<file path="src/rtl/arith_pkg.sv">
// Shared operator and FSM encodings for the arithmetic unit.
package arith_pkg;

    typedef enum logic [1:0] {
        OP_ADD = 2'b00,
        OP_MUL = 2'b01,
        OP_SUB = 2'b10,
        OP_MAC = 2'b11
    } op_e;

    typedef enum logic {
        S_IDLE = 1'b0,
        S_MUL  = 1'b1
    } state_e;

endpackage

</file>
<file path="src/rtl/arith_seq_mult.sv">
// Iterative shift-add multiplier: one partial-product step per clock for WIDTH clocks.
// done and product are combinational on the final step so the caller can register the result on that edge.
module arith_seq_mult #(
    parameter int WIDTH = 4
) (
    input  logic               clock,
    input  logic               reset,
    input  logic               start,
    input  logic [WIDTH-1:0]   a,
    input  logic [WIDTH-1:0]   b,
    output logic               done,
    output logic [2*WIDTH-1:0] product
);
    localparam int CW = (WIDTH > 1) ? $clog2(WIDTH) : 1;
    localparam logic [CW-1:0] LAST = CW'(WIDTH - 1);

    logic [2*WIDTH-1:0] mcand;
    logic [WIDTH-1:0]   mplier;
    logic [2*WIDTH-1:0] partial;
    logic [2*WIDTH-1:0] addend;
    logic [CW-1:0]      cnt;
    logic               running;

    always_comb begin
        addend  = mplier[0] ? mcand : '0;
        product = partial + addend;
        done    = running && (cnt == LAST);
    end

    always_ff @(posedge clock or posedge reset) begin
        if (reset) begin
            mcand   <= '0;
            mplier  <= '0;
            partial <= '0;
            cnt     <= '0;
            running <= 1'b0;
        end else if (start) begin
            mcand   <= (2*WIDTH)'(a);
            mplier  <= b;
            partial <= '0;
            cnt     <= '0;
            running <= 1'b1;
        end else if (running) begin
            partial <= product;
            mcand   <= mcand << 1;
            mplier  <= mplier >> 1;
            cnt     <= cnt + CW'(1);
            if (done) begin
                running <= 1'b0;
            end
        end
    end

endmodule

</file>
<file path="src/rtl/arith_unit.sv">
// ADD/SUB (latency 1) and MUL/MAC (latency WIDTH+1, in_ready low while multiplying) with a sticky operator register.
// Optional saturation of ADD/MAC overflow and SUB underflow under macro ARITH_SAT_EN.
module arith_unit
    import arith_pkg::*;
#(
    parameter int WIDTH     = 4,
    parameter int ANS_WIDTH = 16
) (
    input  logic                 clock,
    input  logic                 reset,
    input  logic [WIDTH-1:0]     V1,
    input  logic [WIDTH-1:0]     V2,
    input  logic [1:0]           opcode,
    input  logic                 newop,
    input  logic                 in_valid,
    output logic                 in_ready,
    output logic [ANS_WIDTH-1:0] ans,
    output logic                 out_valid,
    output logic                 busy
);
    generate
        if (ANS_WIDTH < 2*WIDTH || WIDTH < 2) begin : g_bad_params
            $error("arith_unit: need WIDTH >= 2 and ANS_WIDTH >= 2*WIDTH");
        end
    endgenerate

    op_e                 oper;
    op_e                 eff_op;
    logic                mac_q;
    state_e              state;
    state_e              state_next;
    logic                accept;
    logic                mul_start;
    logic                mul_done;
    logic [2*WIDTH-1:0]  product;
    logic signed [WIDTH:0] sub_diff;
    logic [ANS_WIDTH-1:0] add_res;
    logic [ANS_WIDTH-1:0] sub_res;
    logic [ANS_WIDTH-1:0] mul_res;
    logic [ANS_WIDTH-1:0] mac_res;
`ifdef ARITH_SAT_EN
    logic [ANS_WIDTH:0]   add_wide;
    logic [ANS_WIDTH:0]   mac_wide;
`endif

    assign in_ready = (state == S_IDLE);
    assign busy     = ~in_ready;

    // A newop in the accept cycle overrides the stored operator for that operation.
    always_comb begin
        eff_op    = newop ? op_e'(opcode) : oper;
        accept    = in_valid && in_ready;
        mul_start = accept && (eff_op == OP_MUL || eff_op == OP_MAC);
    end

    always_comb begin
        sub_diff = $signed({1'b0, V1}) - $signed({1'b0, V2});
        mul_res  = ANS_WIDTH'(product);
`ifdef ARITH_SAT_EN
        add_wide = (ANS_WIDTH+1)'(V1) + (ANS_WIDTH+1)'(V2);
        add_res  = add_wide[ANS_WIDTH] ? '1 : add_wide[ANS_WIDTH-1:0];
        mac_wide = (ANS_WIDTH+1)'(ans) + (ANS_WIDTH+1)'(product);
        mac_res  = mac_wide[ANS_WIDTH] ? '1 : mac_wide[ANS_WIDTH-1:0];
        sub_res  = sub_diff[WIDTH] ? '0 : ANS_WIDTH'(sub_diff);
`else
        add_res  = ANS_WIDTH'(V1) + ANS_WIDTH'(V2);
        mac_res  = ans + ANS_WIDTH'(product);
        sub_res  = ANS_WIDTH'(sub_diff);
`endif
    end

    always_comb begin
        state_next = state;
        case (state)
            S_IDLE:  if (mul_start) state_next = S_MUL;
            S_MUL:   if (mul_done)  state_next = S_IDLE;
            default: state_next = S_IDLE;
        endcase
    end

    always_ff @(posedge clock or posedge reset) begin
        if (reset) begin
            state <= S_IDLE;
        end else begin
            state <= state_next;
        end
    end

    // ans is untouched while multiplying, so at completion it still holds the value seen at accept.
    always_ff @(posedge clock or posedge reset) begin
        if (reset) begin
            oper      <= OP_ADD;
            mac_q     <= 1'b0;
            ans       <= '0;
            out_valid <= 1'b0;
        end else begin
            out_valid <= 1'b0;
            if (newop) begin
                oper <= op_e'(opcode);
            end
            if (accept) begin
                case (eff_op)
                    OP_ADD: begin
                        ans       <= add_res;
                        out_valid <= 1'b1;
                    end
                    OP_SUB: begin
                        ans       <= sub_res;
                        out_valid <= 1'b1;
                    end
                    default: mac_q <= (eff_op == OP_MAC);
                endcase
            end
            if (mul_done) begin
                ans       <= mac_q ? mac_res : mul_res;
                out_valid <= 1'b1;
            end
        end
    end

    arith_seq_mult #(.WIDTH(WIDTH)) u_mult (
        .clock   (clock),
        .reset   (reset),
        .start   (mul_start),
        .a       (V1),
        .b       (V2),
        .done    (mul_done),
        .product (product)
    );

endmodule

</file>
<file path="config.mk">
export PLATFORM = sky130hd
export DESIGN_NAME = arith_unit
export DESIGN_NICKNAME = d
export VERILOG_FILES = /design/src/rtl/arith_pkg.sv /design/src/rtl/arith_seq_mult.sv /design/src/rtl/arith_unit.sv
export SDC_FILE = /design/constraint.sdc
export NUM_CORES = 1
export LEC_CHECK = 0
export CAP_MARGIN = 20
export CORE_MARGIN = 1.5
export CORE_UTILIZATION = 55
export DETAILED_ROUTE_END_ITERATION = 8
export GPL_TIMING_DRIVEN = 0
export PLACE_DENSITY = 0.78
export SLEW_MARGIN = 5
export SYNTH_ARGS = -nofsm -noshare
export SYNTH_HDL_FRONTEND = slang
export SYNTH_SLANG_ARGS = --single-unit
export TNS_END_PERCENT = 5
</file>
<file path="constraint.sdc">
create_clock -name clock -period 5.47 [get_ports clock]
set_input_delay 1.094 -clock clock [delete_from_list [all_inputs] [get_ports clock]]
set_output_delay 1.094 -clock clock [all_outputs]
set_load 0.02 [all_outputs]
</file>
==> impl_metrics.env <==
export IMPL_power_per_cell_area_nw_per_um2=579
export IMPL_placedCellCount=425
export IMPL_post_synth_xor_area_fraction_pct=4.10
export IMPL_routedWlPerCell_um=15.1
export IMPL_hpwl_um=5090
export IMPL_timing_slew_headroom_pct=52.2
export IMPL_yosysTopAreaCell="dfrtp_1"
export IMPL_worstHoldPathCells=2
export IMPL_result_of_the_run="finished clean"
export IMPL_post_cts_buffers=0
export IMPL_synth_mux_area_share_pct=8.19
export IMPL_yosysSeqAreaShare_pct=36.8
export IMPL_global_route_usage_over_all_layers_pct=24.8
export IMPL_dr_vias=2461
export IMPL_synthesis_nets=365
export IMPL_fin_crit_ns=3.88
export IMPL_cp_start_kind="register"
export IMPL_pre_cts_slack_ns=1.64
export IMPL_rrSetupSlack_ns=1.59
export IMPL_tritoncts="built"
export IMPL_worst_endpoint_required_ns=5.66
export IMPL_synthesis_area_um2=2990
export IMPL_synthesis_area_per_instance_um2=9.30
export IMPL_cellLeakagePower_nw=1.68
export IMPL_max_vdd_drop_uv=245
export IMPL_post_synth_and_or_nand_nor_area_fraction_pct=13.5
export IMPL_boundaryPins=33
export IMPL_clock_skews_ns=0.00815
export IMPL_ant_diodes=0
export IMPL_die_w_um=76.8
export IMPL_remaining_drc_errors=0
export IMPL_start_util_pct=57.9
export IMPL_clock_tree_htree_level_count=2
export IMPL_cts_repair_resized=0
export IMPL_antenna_violating_nets_post_route=0
export IMPL_number_of_warnings_issued_by_yosys=0
export IMPL_vias_per_cell=5.68
export IMPL_synth_top_cells_by_area="dfrtp_1, ha_1, mux2i_1"
export IMPL_grt_max_degree=38
export IMPL_final_max_slew_violation_count=0
export IMPL_synth_compound_gate_area_share_pct=19.5
export IMPL_cts_hold_fix_buffers=0
export IMPL_layoutNonFillerInstCount=433
export IMPL_nets=405
export IMPL_clkSlewWorstSetupHoldPaths_ns=0.09
export IMPL_synth_enable_flop_cells=0
export IMPL_period_utilisation_layout_pct=71.0
export IMPL_drt_pass1_iterations=4
export IMPL_worst_hold_path_endpoint="u_mult.mcand[7]"
export IMPL_grt_ovfl_total=0
export IMPL_finalSetupViolCount=0
export IMPL_cts_made_buffers=5
export IMPL_ys_flop_type="dfrtp_1"
export IMPL_worstPathArrival_ns=4.07
export IMPL_rsz0062_at_grt="false"
export IMPL_combinational_family_with_the_most_area_after_synthesis="compound AO/OA/AOI/OAI gates"
export IMPL_drive_above_1_share_pct=6.34
export IMPL_finalSetupTns_ns=0
export IMPL_clock_insertion_delay_worst_skew_ns=0.30
export IMPL_worstReg2RegStart="u_mult.mplier[0]"
export IMPL_place_gp_congestion=0.881
export IMPL_cts_root_buf="clkbuf_8"
export IMPL_floorplan_die_area_um2=5900
export IMPL_post_synth_fa_ha_maj_area_fraction_pct=13.1
export IMPL_worstMarginPinSlew_ns=0.717
export IMPL_min_delay_start="u_mult.mcand[7]"
export IMPL_hold_path_class="register to register"
export IMPL_final_hold_violation_count=0
export IMPL_placementRows=26
export IMPL_synthTopCellsByCount="dfrtp_1, nor2_1, nand2_1"
export IMPL_timing_fmax_mhz=258
export IMPL_synthesis_instances=322
export IMPL_core_um2=5170
export IMPL_fp_dieH_um=76.8
export IMPL_setup_worst_path_class="register to register"
export IMPL_antenna_violations_before_repair=0
export IMPL_timing_reg2reg_worst_path_depth=14
export IMPL_grt_first_pass_wirelength_um=11600
export IMPL_clock_sinks=44
export IMPL_first_global_vias=2467
export IMPL_layout_area_overhead_vs_synth_pct=19.6
export IMPL_drt_first_iter_violations=88
export IMPL_rr_endpoint="ans[15]"
export IMPL_synthDistinctLibCells=51
export IMPL_share_of_synthesized_flip_flops_with_an_asynchronous_set_or_reset_pct=100
export IMPL_yosys_cell_count_top_type="dfrtp_1"
export IMPL_crit_path_max_fanout=9
export IMPL_layout_setup_ws_ns=1.59
export IMPL_cap_violations=0
export IMPL_clockBufferDepth=2
export IMPL_end_kind="register"
export IMPL_routed_wirelength_um=6550
export IMPL_proportion_of_netlist_area_held_by_the_largest_area_contributor_pct=36.8
export IMPL_design_power_total_mw=2.07
export IMPL_final_hold_worst_slack_ns=0.522
export IMPL_count_of_buffers_inserted_at_the_top_level_ports=32
export IMPL_number_of_register_bits_inferred_by_synthesis=44
-- state kept, by name, summed over array words and instances, names as in the netlist, 2 cells and up --
name	count
ans	16
u_mult.mcand	8
u_mult.partial	8
u_mult.mplier	4
oper	2
u_mult.cnt	2
-- power by group --
part	internal, mW	leakage [nW]	total (mW)	switching (mW)
sequential	0.458	0.555	0.565	0.107
combinational	0.520	1.04	1.16	0.645
clock	0.228	0.0784	0.345	0.116
-- logic make-up after synthesis --
group | Yosys count
simple gates | 92
compound gates | 85
flops | 44
buf+inv | 34
fa+ha+maj | 29
mux | 24
xor+xnor | 14
-- layer usage --
metal / global-route usage (%) / wire length [µm] / up-vias
met3: 4.05 / 211 / 9
li1: - / - / 1224
met1: 33.1 / 3070 / 1179
met4: 8.15 / 109 / 0
met5: 0 / 0 / -
met2: 41.1 / 3150 / 49
-- placed cells by master (no fill, tap or decap), types with 3 or more instances in the layout --
cell type	instances
nand3_1	3
o21ai_0	15
o22ai_1	3
fa_1	4
inv_1	21
a21oi_1	18
xor2_1	6
a211oi_1	3
dfrtp_1	44
xnor2_1	8
bufinv_16	3
nand2_1	27
a31oi_1	4
and2_1	8
clkdlybuf4s50_1	32
nor3_1	6
clkbuf_8	5
a221oi_1	5
nor2_1	39
clkbuf_1	7
ha_1	25
mux2i_1	22
o21a_1	4
a21o_1	7
-- stage by stage --
step                utilization (%)  area [µm²]
global route                   69.2        3580
detailed placement             66.2        3420
floorplan                         -        2990
CTS                            69.2        3580
finish                         69.2        3580
global placement               65.8        3400
-- final cells by class --
cell class / count / area, µm²
fillers: 394 / 1590
repair buffers: 33 / 340
well taps: 70 / 87.6
clock inverters: 3 / 90.1
clock buffers: 5 / 68.8
flip-flops and latches: 44 / 1100
inverters: 23 / 86.3
multi-input cells: 244 / 1750
plain buffers: 11 / 57.6
-- worst max-delay path by stage --
stage	startpoint	end	slack, ns
global placement	u_mult.mplier[0]	ans[15]	1.71
floorplan	u_mult.mplier[0]	ans[15]	2.21
detailed placement	u_mult.mplier[0]	ans[15]	1.64
CTS	u_mult.mplier[0]	ans[15]	1.59
global route	u_mult.mplier[0]	ans[15]	1.29
finish	u_mult.mplier[0]	ans[15]	1.59
-- critical path: stages, from the launching register on --
cell and delay, ns:
dfrtp_1 0.49, and2_1 0.19, ha_1 0.20, fa_1 0.42
a21oi_1 0.22, o211ai_1 0.14, a21oi_1 0.19, xnor2_1 0.20
ha_1 0.36, a21o_1 0.20, a21oi_1 0.20, nor3_1 0.07
a21oi_1 0.40, o31ai_1 0.15, a221oi_1 0.33
Note: power is estimated with default switching activity, not from simulation.
